`src/rtl/handshake_pkg.sv`:
```
// Shared helpers for the handshake fabric: width helper and fan-out limit.
package handshake_pkg;

    localparam int unsigned MaxNumOuts = 16;

    // Bits needed to hold values 0..value-1, never less than one.
    function automatic int unsigned clog2(input int unsigned value);
        int unsigned r;
        r = 0;
        for (int unsigned i = 0; i < 32; i++) begin
            if ((64'd1 << i) < 64'(value)) begin
                r = i + 1;
            end
        end
        return (r == 0) ? 1 : r;
    endfunction

endpackage

```
`src/rtl/handshake_token_counter.sv`:
```
// Data-less token FIFO: counts accepted control tokens and presents a head token.
module handshake_token_counter
    import handshake_pkg::*;
#(
    parameter int unsigned Depth = 2
) (
    input  logic clk_i,
    input  logic rst_ni,
    input  logic valid_i,
    output logic ready_o,
    input  logic all_done_i,
    output logic head_o,
    output logic pop_o
);

    if (Depth == 0) begin : gen_pass
        // No storage; the upstream token is the head and waits for every consumer.
        logic unused_clk_rst;
        assign unused_clk_rst = clk_i ^ rst_ni;
        assign head_o  = valid_i;
        assign ready_o = all_done_i;
        assign pop_o   = valid_i & all_done_i;
    end else begin : gen_buf
        localparam int unsigned CntW = clog2(Depth + 1);

        logic [CntW-1:0] cnt_q, cnt_d;
        logic            push;

        // Ready depends only on the count, which cuts the downstream ready path.
        assign head_o  = (cnt_q != '0);
        assign ready_o = (cnt_q != CntW'(Depth));
        assign push    = valid_i & ready_o;
        assign pop_o   = head_o & all_done_i;

        always_comb begin
            cnt_d = cnt_q;
            if (push && !pop_o) begin
                cnt_d = cnt_q + CntW'(1);
            end else if (!push && pop_o) begin
                cnt_d = cnt_q - CntW'(1);
            end
        end

        always_ff @(posedge clk_i or negedge rst_ni) begin
            if (!rst_ni) begin
                cnt_q <= '0;
            end else begin
                cnt_q <= cnt_d;
            end
        end
    end

endmodule

```
`src/rtl/handshake_constant_fork_buf.sv`:
```
// Constant source: each control token yields one copy of ConstValue per output channel,
// delivered with eager-fork semantics behind an optional token buffer.
module handshake_constant_fork_buf
    import handshake_pkg::*;
#(
    parameter int unsigned DataWidth  = 32,
    parameter logic [63:0] ConstValue = 64'd0,
    parameter int unsigned NumOuts    = 1,
    parameter int unsigned Depth      = 2
) (
    input  logic                 clk_i,
    input  logic                 rst_ni,
    input  logic                 ctrl_valid_i,
    output logic                 ctrl_ready_o,
    output logic [DataWidth-1:0] outs_o,
    output logic [NumOuts-1:0]   outs_valid_o,
    input  logic [NumOuts-1:0]   outs_ready_i
);

    logic [NumOuts-1:0] sent_q, sent_d;
    logic [NumOuts-1:0] done;
    logic               all_done;
    logic               head;
    logic               pop;

    assign outs_o = DataWidth'(ConstValue);

    handshake_token_counter #(
        .Depth (Depth)
    ) u_counter (
        .clk_i      (clk_i),
        .rst_ni     (rst_ni),
        .valid_i    (ctrl_valid_i),
        .ready_o    (ctrl_ready_o),
        .all_done_i (all_done),
        .head_o     (head),
        .pop_o      (pop)
    );

    // A channel that already took its copy counts as done and ignores its ready.
    always_comb begin
        outs_valid_o = {NumOuts{head}} & ~sent_q;
        done         = sent_q | outs_ready_i;
        all_done     = &done;
        if (pop) begin
            sent_d = '0;
        end else begin
            sent_d = sent_q | (outs_valid_o & outs_ready_i);
        end
    end

    always_ff @(posedge clk_i or negedge rst_ni) begin
        if (!rst_ni) begin
            sent_q <= '0;
        end else begin
            sent_q <= sent_d;
        end
    end

endmodule

```
`config.mk`:
```
export PLATFORM = sky130hd
export DESIGN_NAME = handshake_constant_fork_buf
export DESIGN_NICKNAME = d
export VERILOG_FILES = /design/src/rtl/handshake_pkg.sv /design/src/rtl/handshake_token_counter.sv /design/src/rtl/handshake_constant_fork_buf.sv
export SDC_FILE = /design/constraint.sdc
export NUM_CORES = 1
export LEC_CHECK = 0
export ABC_AREA = 0
export BUFFER_PORTS_ARGS = -buffer_cell sky130_fd_sc_hd__buf_2
export CORE_AREA = 2 2 39 41
export CTS_CLUSTER_SIZE = 28
export DETAILED_ROUTE_END_ITERATION = 8
export DIE_AREA = 0 0 41 43
export GPL_ROUTABILITY_DRIVEN = 0
export PLACE_DENSITY = 0.69
export SLEW_MARGIN = 25
export SYNTH_ARGS = -nofsm -noshare
export SYNTH_HDL_FRONTEND = slang
export SYNTH_HIERARCHICAL = 1
export SYNTH_SLANG_ARGS = --single-unit
export TNS_END_PERCENT = 1
```
`constraint.sdc`:
```
create_clock -name clk_i -period 2 [get_ports clk_i]
set_clock_uncertainty 0.2 [all_clocks]
set_input_delay 0.3 -clock clk_i [delete_from_list [all_inputs] [get_ports clk_i]]
set_output_delay 0.3 -clock clk_i [all_outputs]
set_load 0.05 [all_outputs]
```
==> qor.yml <==
p_leak_nw: 0.223
tns_ns: 0
numCtsBuffers: 3
drive_gt1_share_pct: 15.3
whs_ns: 0.135
critPathKind: "flip-flop to output pin"
hold_viol: 0
yosysUniqueCellTypes: 14
drtAntennaViolNets: 0
post-place-ws_ns: 0.388
ys_warn_count: 6
hold_buffers: 1
core_sq_um: 1380
drc: 0
timing.rr.end: "u_counter/gen_buf.cnt_q[1]"
cp-start-kind: "flip-flop"
peakVddDrop_mv: 0.649
track_usage_pct: 6.23
die-area_sq_um: 1760
dp_hpwl_um: 361
maxSlewViolCount: 0
post-route-min-period_ns: 1.74
antenna_found_initial: 0
seq_area_frac_synth_pct: 18.3
drt-initial-drc-count: 2
worstPathArrival_ns: 1.24
routedWlPerCell_um: 5.76
reg2reg_from: "u_counter/gen_buf.cnt_q[0]"
numClockSinks: 3
drt-pass1-iter-count: 2
fp.dieW_um: 41
num_vias: 217
rrSetupSlack_ns: 0.38
rows: 14
post_cts_buffers: 0
numPortBuffers: 5
hold_class: "input port to flip-flop"
die_y_um: 43
status: "complete, no violations"
post_cts_resized: 0
final.fill_count: 164
grt_max_degree: 5
startpoint: "u_counter/gen_buf.cnt_q[0]"
grt_pass1_wl_um: 641
tritoncts: "built"
synth_seq_cells: 3
start_util_pct: 29.6
clock_path_buffers: 2
cp_max_fo: 4
final_util_pct: 26.5
grt_setup_unrepaired: "false"
most-common-layout-cells: "32 x conb_1, 5 x buf_2, 3 x clkbuf_4, 3 x dfrtp_1"
fin_crit_sh_pct: 87.0
clk_pin_slew_ns: 0.04
crit_path_end: "outs_valid_o"
cap_violations: 0
power_density_nw_per_um2: 1690
p_total_mw: 0.620
syn2layout_area_growth_pct: -10.4
pin_count: 38
cts_root_buf: "clkbuf_4"
worstPathRequired_ns: 1.50
grt_pass1_vias: 174
wirelength_um: 432
cp-end-kind: "output pin"
ff_latch_area_sq_um: 75.1
multi_input_area_sq_um: 206
vias_per_cell: 2.89
grt_overflow: 0
finalNetCount: 65
clk_latency_ns: 0.23
setup_violations: 0
synthesis.area_sq_um: 409
layout_commonest_cell: "conb_1"
antenna_cells: 0
fmaxAchievable_mhz: 575
htreeDepth: 1
syn-instance-count: 50
synth.avg_cell_area_sq_um: 8.18
setup_ws_ns: 0.261
reg2regPathDepth: 5
## registers in the layout (all words and copies together) (netlist names)
signal,cells
u_counter/gen_buf.cnt_q,2
sent_q,1
## worst max-delay path: stages, from the launching register on
cell and delay, ns:
dfrtp_1 0.41, or2_1 0.26, nor2b_1 0.13, buf_2 0.20
## worst min-delay path by stage
stage	from	to	depth (start not counted)
2_1_floorplan	rst_ni	sent_q	0
3_3_place_gp	rst_ni	sent_q	1
3_5_place_dp	rst_ni	u_counter/gen_buf.cnt_q[0]	1
4_1_cts	outs_ready_i	sent_q	3
5_1_grt	outs_ready_i	sent_q	3
6_report	outs_ready_i	sent_q	3
## power by group
group	internal [mW]	switching, mW	leakage [nW]
logic	0.0968	0.297	0.172
registers	0.0947	0.0266	0.0361
clock network	0.0747	0.0300	0.0150
total	0.266	0.353	0.223
## synth_stat cells
library cell | count | area share [%]
buf_4 | 32 | 59
dfrtp_1 | 3 | 18
nor2_1 | 2 | 1.8
or2_1 | 2 | 3.1
xor2_1 | 2 | 4.3
a21oi_1 | 1 | 1.2
and2_1 | 1 | 1.5
conb_1 | 1 | 0.92
ha_1 | 1 | 3.1
inv_2 | 1 | 0.92
nand2_1 | 1 | 0.92
nand2b_1 | 1 | 1.5
nor2b_1 | 1 | 1.5
xnor2_1 | 1 | 2.1
## final cells by class
type / count / area share, %
Sequential cell: 3 / 20.5
Timing Repair Buffer: 6 / 9.56
Clock buffer: 4 / 7.17
Multi-Input combinational cell: 45 / 56.3
Inverter: 1 / 1.02
Tap cell: 16 / 5.46
## cells by family (layout without fill, tap and decap cells)
family | after synthesis | in the layout | share of synthesized area [%]
flops | 3 | 3 | 18.3
xor+xnor | 3 | 3 | 6.42
other cells | 1 | 32 | 0.917
fa+ha+maj | 1 | 1 | 3.06
simple gates | 8 | 8 | 10.4
compound gates | 1 | 1 | 1.22
buf+inv | 33 | 11 | 59.6
## metal layers
layer	up-vias	part of all wire, %	global-route usage (%)
met5	-	0	0
met4	0	0	6.00
met3	0	19	6.28
met2	21	46	8.13
met1	93	35	4.84
li1	103	-	-
## through the flow
stage / std cells / instance area (sq um)
6_report: 75 / 367
5_1_grt: 75 / 367
4_1_cts: 75 / 367
3_5_place_dp: 70 / 330
3_3_place_gp: 70 / 330
2_1_floorplan: 81 / 526
Note: power is estimated with default switching activity, not from simulation.
